## config.mk

```make
export PLATFORM = sky130hd
export DESIGN_NAME = mul_mac_seq
export DESIGN_NICKNAME = d
export VERILOG_FILES = /design/src/rtl/mul_mac_seq.sv
export SDC_FILE = /design/constraint.sdc
export NUM_CORES = 1
export LEC_CHECK = 0
export ABC_AREA = 1
export BUFFER_PORTS_ARGS = -buffer_cell sky130_fd_sc_hd__buf_2
export CAP_MARGIN = 20
export CORE_UTILIZATION = 41
export DETAILED_ROUTE_END_ITERATION = 6
export GPL_TIMING_DRIVEN = 0
export PLACE_DENSITY_LB_ADDON = 0.05
export SYNTH_ARGS = -nofsm -noshare
export SYNTH_HDL_FRONTEND = slang
export SYNTH_SLANG_ARGS = --single-unit
export TNS_END_PERCENT = 50
```

## constraint.sdc

```tcl
create_clock -name clk_exe -period 1.61 [get_ports clk_exe]
set_clock_uncertainty 0.2 [all_clocks]
set_input_delay 0 -clock clk_exe [delete_from_list [all_inputs] [get_ports clk_exe]]
set_output_delay 0 -clock clk_exe [all_outputs]
set_load 0.1 [all_outputs]
```

## src/rtl/mul_mac_seq.sv

```systemverilog
// Dot-product sequencer for the multiplier: issues N MAC operations, an optional SAT MR,
// then reads MR0/MR1/MR2 back over the Rn path and returns the assembled MR value plus flags.
module mul_mac_seq #(
    parameter  int RF_DATASIZE = 16,
    parameter  int ADDR_W      = 4,
    parameter  int CNT_W       = 8,
    localparam int MR_W        = RF_DATASIZE * 5 / 2
) (
    input  logic                   clk_exe,
    input  logic                   reset,
    input  logic                   cmd_valid,
    output logic                   cmd_ready,
    input  logic [ADDR_W-1:0]      cmd_xbase,
    input  logic [ADDR_W-1:0]      cmd_ybase,
    input  logic [CNT_W-1:0]       cmd_len,
    input  logic [3:0]             cmd_dtsts,
    input  logic                   cmd_sub,
    input  logic                   cmd_clr,
    input  logic                   cmd_sat,
    input  logic                   stall,
    output logic [ADDR_W-1:0]      rf_rx_addr,
    output logic [ADDR_W-1:0]      rf_ry_addr,
    output logic                   ps_mul_en,
    output logic                   ps_mul_otreg,
    output logic [3:0]             ps_mul_dtsts,
    output logic [1:0]             ps_mul_cls,
    output logic [1:0]             ps_mul_sc,
    input  logic [RF_DATASIZE-1:0] mul_xb_dt,
    input  logic                   mul_ps_mv,
    input  logic                   mul_ps_mn,
    output logic                   res_valid,
    input  logic                   res_ready,
    output logic [MR_W-1:0]        res_data,
    output logic                   res_mv,
    output logic                   res_mn,
    output logic                   busy
);

    localparam int MR2_W = MR_W - 2 * RF_DATASIZE;

    localparam logic [1:0] CLS_CTL  = 2'b00;
    localparam logic [1:0] CLS_MUL  = 2'b01;
    localparam logic [1:0] CLS_MADD = 2'b10;
    localparam logic [1:0] CLS_MSUB = 2'b11;

    localparam logic [1:0] SC_MR0 = 2'b00;
    localparam logic [1:0] SC_MR1 = 2'b01;
    localparam logic [1:0] SC_MR2 = 2'b10;
    localparam logic [1:0] SC_SAT = 2'b11;

    typedef enum logic [2:0] {
        S_IDLE,
        S_MAC,
        S_SAT,
        S_RD0,
        S_RD1,
        S_RD2,
        S_WAIT,
        S_DONE
    } state_e;

    typedef struct packed {
        logic [ADDR_W-1:0] xbase;
        logic [ADDR_W-1:0] ybase;
        logic [CNT_W-1:0]  len;
        logic [3:0]        dtsts;
        logic              sub;
        logic              clr;
        logic              sat;
    } cmd_t;

    // Tag of the previous cycle's issue; the multiplier answers one cycle later.
    typedef struct packed {
        logic       issued;
        logic       rd;
        logic [1:0] slice;
    } tag_t;

    state_e                 state_q, state_d;
    logic [CNT_W-1:0]       idx_q, idx_d;
    cmd_t                   cmd_q, cmd_d;
    tag_t                   tag_q, tag_d;
    logic [RF_DATASIZE-1:0] mr0_q, mr0_d;
    logic [RF_DATASIZE-1:0] mr1_q, mr1_d;
    logic [MR2_W-1:0]       mr2_q, mr2_d;
    logic                   mv_q, mv_d;
    logic                   mn_q, mn_d;
    logic                   last_mac;
    logic                   unused_xb_hi;

    // Only the low MR2_W bits of the MR2 readback are meaningful.
    assign unused_xb_hi = ^mul_xb_dt[RF_DATASIZE-1:MR2_W];

    assign last_mac = (idx_q == cmd_q.len - CNT_W'(1));

    always_comb begin
        state_d      = state_q;
        idx_d        = idx_q;
        cmd_d        = cmd_q;
        tag_d        = '0;
        mr0_d        = mr0_q;
        mr1_d        = mr1_q;
        mr2_d        = mr2_q;
        mv_d         = mv_q;
        mn_d         = mn_q;
        cmd_ready    = (state_q == S_IDLE) && !reset;
        rf_rx_addr   = '0;
        rf_ry_addr   = '0;
        ps_mul_en    = 1'b0;
        ps_mul_otreg = 1'b0;
        ps_mul_dtsts = '0;
        ps_mul_cls   = CLS_CTL;
        ps_mul_sc    = SC_MR0;
        res_valid    = 1'b0;

        if (tag_q.issued) begin
            if (tag_q.rd) begin
                unique case (tag_q.slice)
                    SC_MR0:  mr0_d = mul_xb_dt;
                    SC_MR1:  mr1_d = mul_xb_dt;
                    default: mr2_d = mul_xb_dt[MR2_W-1:0];
                endcase
            end else begin
                mv_d = mv_q | mul_ps_mv;
                mn_d = mul_ps_mn;
            end
        end

        unique case (state_q)
            S_IDLE: begin
                if (cmd_valid && cmd_ready) begin
                    cmd_d = '{xbase: cmd_xbase, ybase: cmd_ybase, len: cmd_len,
                              dtsts: cmd_dtsts, sub: cmd_sub, clr: cmd_clr, sat: cmd_sat};
                    idx_d = '0;
                    mv_d  = 1'b0;
                    if (cmd_len != '0)
                        state_d = S_MAC;
                    else if (cmd_sat)
                        state_d = S_SAT;
                    else
                        state_d = S_RD0;
                end
            end
            S_MAC: begin
                if (!stall) begin
                    ps_mul_en    = 1'b1;
                    ps_mul_otreg = 1'b1;
                    ps_mul_dtsts = cmd_q.dtsts;
                    if (idx_q == '0 && cmd_q.clr)
                        ps_mul_cls = CLS_MUL;
                    else if (cmd_q.sub)
                        ps_mul_cls = CLS_MSUB;
                    else
                        ps_mul_cls = CLS_MADD;
                    rf_rx_addr = cmd_q.xbase + ADDR_W'(idx_q);
                    rf_ry_addr = cmd_q.ybase + ADDR_W'(idx_q);
                    idx_d      = idx_q + CNT_W'(1);
                    tag_d      = '{issued: 1'b1, rd: 1'b0, slice: 2'b00};
                    if (last_mac)
                        state_d = cmd_q.sat ? S_SAT : S_RD0;
                end
            end
            S_SAT: begin
                if (!stall) begin
                    ps_mul_en    = 1'b1;
                    ps_mul_otreg = 1'b1;
                    ps_mul_dtsts = cmd_q.dtsts;
                    ps_mul_sc    = SC_SAT;
                    tag_d        = '{issued: 1'b1, rd: 1'b0, slice: 2'b00};
                    state_d      = S_RD0;
                end
            end
            S_RD0: begin
                if (!stall) begin
                    ps_mul_en    = 1'b1;
                    ps_mul_dtsts = cmd_q.dtsts;
                    ps_mul_sc    = SC_MR0;
                    tag_d        = '{issued: 1'b1, rd: 1'b1, slice: SC_MR0};
                    state_d      = S_RD1;
                end
            end
            S_RD1: begin
                if (!stall) begin
                    ps_mul_en    = 1'b1;
                    ps_mul_dtsts = cmd_q.dtsts;
                    ps_mul_sc    = SC_MR1;
                    tag_d        = '{issued: 1'b1, rd: 1'b1, slice: SC_MR1};
                    state_d      = S_RD2;
                end
            end
            S_RD2: begin
                if (!stall) begin
                    ps_mul_en    = 1'b1;
                    ps_mul_dtsts = cmd_q.dtsts;
                    ps_mul_sc    = SC_MR2;
                    tag_d        = '{issued: 1'b1, rd: 1'b1, slice: SC_MR2};
                    state_d      = S_WAIT;
                end
            end
            S_WAIT: state_d = S_DONE;
            S_DONE: begin
                res_valid = 1'b1;
                if (res_ready)
                    state_d = S_IDLE;
            end
            default: state_d = S_IDLE;
        endcase
    end

    always_ff @(posedge clk_exe) begin
        if (reset) begin
            state_q <= S_IDLE;
            idx_q   <= '0;
            cmd_q   <= '0;
            tag_q   <= '0;
            mr0_q   <= '0;
            mr1_q   <= '0;
            mr2_q   <= '0;
            mv_q    <= 1'b0;
            mn_q    <= 1'b0;
        end else begin
            state_q <= state_d;
            idx_q   <= idx_d;
            cmd_q   <= cmd_d;
            tag_q   <= tag_d;
            mr0_q   <= mr0_d;
            mr1_q   <= mr1_d;
            mr2_q   <= mr2_d;
            mv_q    <= mv_d;
            mn_q    <= mn_d;
        end
    end

    assign res_data = {mr2_q, mr1_q, mr0_q};
    assign res_mv   = mv_q;
    assign res_mn   = mn_q;
    assign busy     = (state_q != S_IDLE);

endmodule

```

==> summary.md <==
| Metric | Value |
|---|---|
| Outcome | `complete, but fails checks` |
| Failing checks | `negative hold slack, negative setup slack` |
| Post-synth cell types | `30` |
| Synth Warn # | `0` |
| Initial Util | `42.4%` |
| Post-Syn Area | `approximately 0.0037 sq mm` |
| Initial antenna violation count | `0` |
| MaxCap Viol Count | `0` |
| Htree depth | `3` |
| HP Class | `in2reg` |
| Worst-skew pair later-pin latency | `between 0.3 and 0.4 ns` |
| CTS Sinks | `80` |
| Cells after synthesis | `496` |
| Clock Tree Buf Depth | `2` |
| Via Count | `~4000` |
| Worst Tran Pin Value | `roughly 0.56 ns` |
| CP arrival | `roughly 1.8 ns` |
| Mean area per synthesized cell | `about 7.5 sq um` |
| Startpoint Class | `register` |
| Drt total wl | `between 10000 and 15000 microns` |
| Detail-routed via count per cell | `about 5.0` |
| CP Capture Type | `primary output` |
| Top Ports | `109` |
| DRC violations left | `0` |
| Setup tns final | `-10.58 ns` |
| Fin worst setup slack | `-0.363 ns` |
| Synth-to-layout area growth | `74.2%` |
| PortBufs | `between 100 and 150` |
| Storage cell area | `~0.0016 sq mm` |
| Rows | `34` |
| Pin count of the biggest net entering global routing | `17` |
| Number of antenna diodes | `0` |
| Vias in the first global route | `about 4200` |
| Crit path time final | `1.97 ns` |
| Worst slew margin | `a little over three fifths` |
| Die X-Extent | `97.0 microns` |
| Maximum clock rate | `approximately 510 MHz` |
| Total power | `8.10 mW` |
| Critical path peak fanout | `4` |
| PD cells | `1260 mW/mm^2` |
| CTS Buf Count | `9` |
| # setup viols final | `52` |
| Most frequent cells in the layout | `buf_2 (90), nor2_1 (86), dfxtp_1 (64)` |
| Most common cell after layout, fill and taps aside | `buf_2` |
| Placer congestion estimate | `0.876` |
| RSZ-0062 raised after global routing | `true` |
| Worst IR Drop VDD | `approximately 0.65 mV` |
| Worst Path Required | `between 1 and 1.5 ns` |
| Routed Antenna Nets | `0` |
| Drt wl/cell | `~14 microns` |
| Fin crit share | `123%` |
| Final HPWL DP | `7630 microns` |
| Hold_ws | `-0.0588 ns` |
| Max Transition Viols Final | `0` |
| Multi-input gate area | `~0.0023 sq mm` |
| Sequential area share after synthesis | `43.3%` |
| TritonCTS clock tree | `yes` |
| Layout cells sized above 1 | `approximately two fifths` |
| Final net count | `about 770` |
| Post-synth net total | `between 500 and 600` |
| Worst-path clk slew | `0.08 ns` |
| Die Y | `around 97 microns` |
| Cell chosen for the clock root | `clkbuf_8` |
| Yosys reg bits | `80` |
| Filler cells | `between 600 and 700` |
| Core Util, Final | `73.9%` |
| Core area | `about 0.0087 sq mm` |
| Drt initial violations | `105` |
| Final Hold Viols | `1` |
| Global-route wire length before repair | `19700 microns` |
| Die ar. | `between 0.009 and 0.01 sq mm` |
| GR Overflow Total | `0` |
| Total track usage | `about 26%` |
| Leak Pwr | `between 2 and 3 nW` |
| Setup Crit Path Kind | `reg2out` |
| Initial DRT Pass Iterations | `4` |
| Pre-CTS WS | `-0.487 ns` |
[through the flow]
step	instance area, sq um	std cells
2_1_floorplan	4090	496
4_1_cts	6130	802
5_1_grt	6450	818
3_3_place_gp	4770	712
6_report	6450	818
3_5_place_dp	4770	712
[path summary, 6_finish.rpt]
| kind | start | end | slack, ns | cells past startpoint |
|---|---|---|---|---|
| worst min-delay path | reset | cmd_q[0] | -0.06 | 5 |
| worst max register to register | state_q[0] | cmd_q[21] | -0.30 | 10 |
| worst max-delay path | idx_q[0] | rf_rx_addr[2] | -0.36 | 6 |
| worst min register to register | mr2_q[6] | mr2_q[6] | 0.25 | 2 |
[cells by family after synthesis]
family / after synthesis / synth area share, %
AND/OR/NAND/NOR: 209 / 24.9
AO/OA/AOI/OAI: 103 / 15.3
flip-flops: 80 / 43.3
buffers and inverters: 76 / 8.01
XOR/XNOR: 14 / 3.31
adder cells (fa/ha/maj): 14 / 5.14
[worst max-delay path, stage by stage, from the launching register on]
cell	delay [ns]
dfxtp_4	0.41
ha_4	0.15
inv_2	0.04
fa_2	0.37
xor2_2	0.17
nor2_4	0.11
buf_12	0.18
[final cells by class]
class | count | share of cell area (%)
Multi-Input combinational cell | 340 | 36.1
Clock inverter | 7 | 1.32
Sequential cell | 80 | 25.4
Tap cell | 108 | 2.10
Timing Repair Buffer | 199 | 26.7
Buffer | 18 | 2.54
Clock buffer | 9 | 1.92
Inverter | 57 | 3.84
[repair_timing]
item                                    CTS  global route
pin swaps                                20            21
resized for setup                       137            56
gates cloned                              1             0
endpoints found under the setup margin   82            99
setup buffers                            29            17
hold buffers                             45             1
hold endpoints to repair                 72             4
[flip-flops by register name, indices dropped and copies added, names as in the netlist]
register and cells:
mr1_q 16, mr0_q 16, cmd_q 23, res_mv 1, tag_q 4, idx_q 8
state_q 3, res_mn 1, mr2_q 8
[cells in the mapped netlist, drive strengths merged]
master  number  share of area [%]
a21oi       21                2.8
a32o         9                2.4
buf          8                1.1
clkbuf      11                1.1
dfxtp       80                 43
fa           2                1.1
ha          12                4.1
inv         57                5.8
nand2       53                6.1
nand3       30                4.2
nand4        4               0.68
nor2       110                 12
nor3        10                1.4
nor4         2               0.34
o211ai       1               0.20
o21ai       70                9.5
o22ai        1               0.17
o31ai        1               0.20
xnor2        4               0.95
xor2        10                2.4
[per-layer routing]
metal | up-vias | GRT usage (%) | wire (microns)
met5 | - | 0 | 0
met4 | 0 | 11.7 | 391
met3 | 39 | 3.83 | 530
met2 | 123 | 48.1 | 6200
met1 | 1894 | 28.8 | 4700
li1 | 2043 | - | -
[power breakdown]
| group | switching [mW] | internal (mW) | total (mW) |
|---|---|---|---|
| registers | 0.195 | 2.18 | 2.37 |
| logic | 2.36 | 1.80 | 4.16 |
| clock network | 0.813 | 0.750 | 1.56 |
Note: power is estimated with default switching activity, not from simulation.
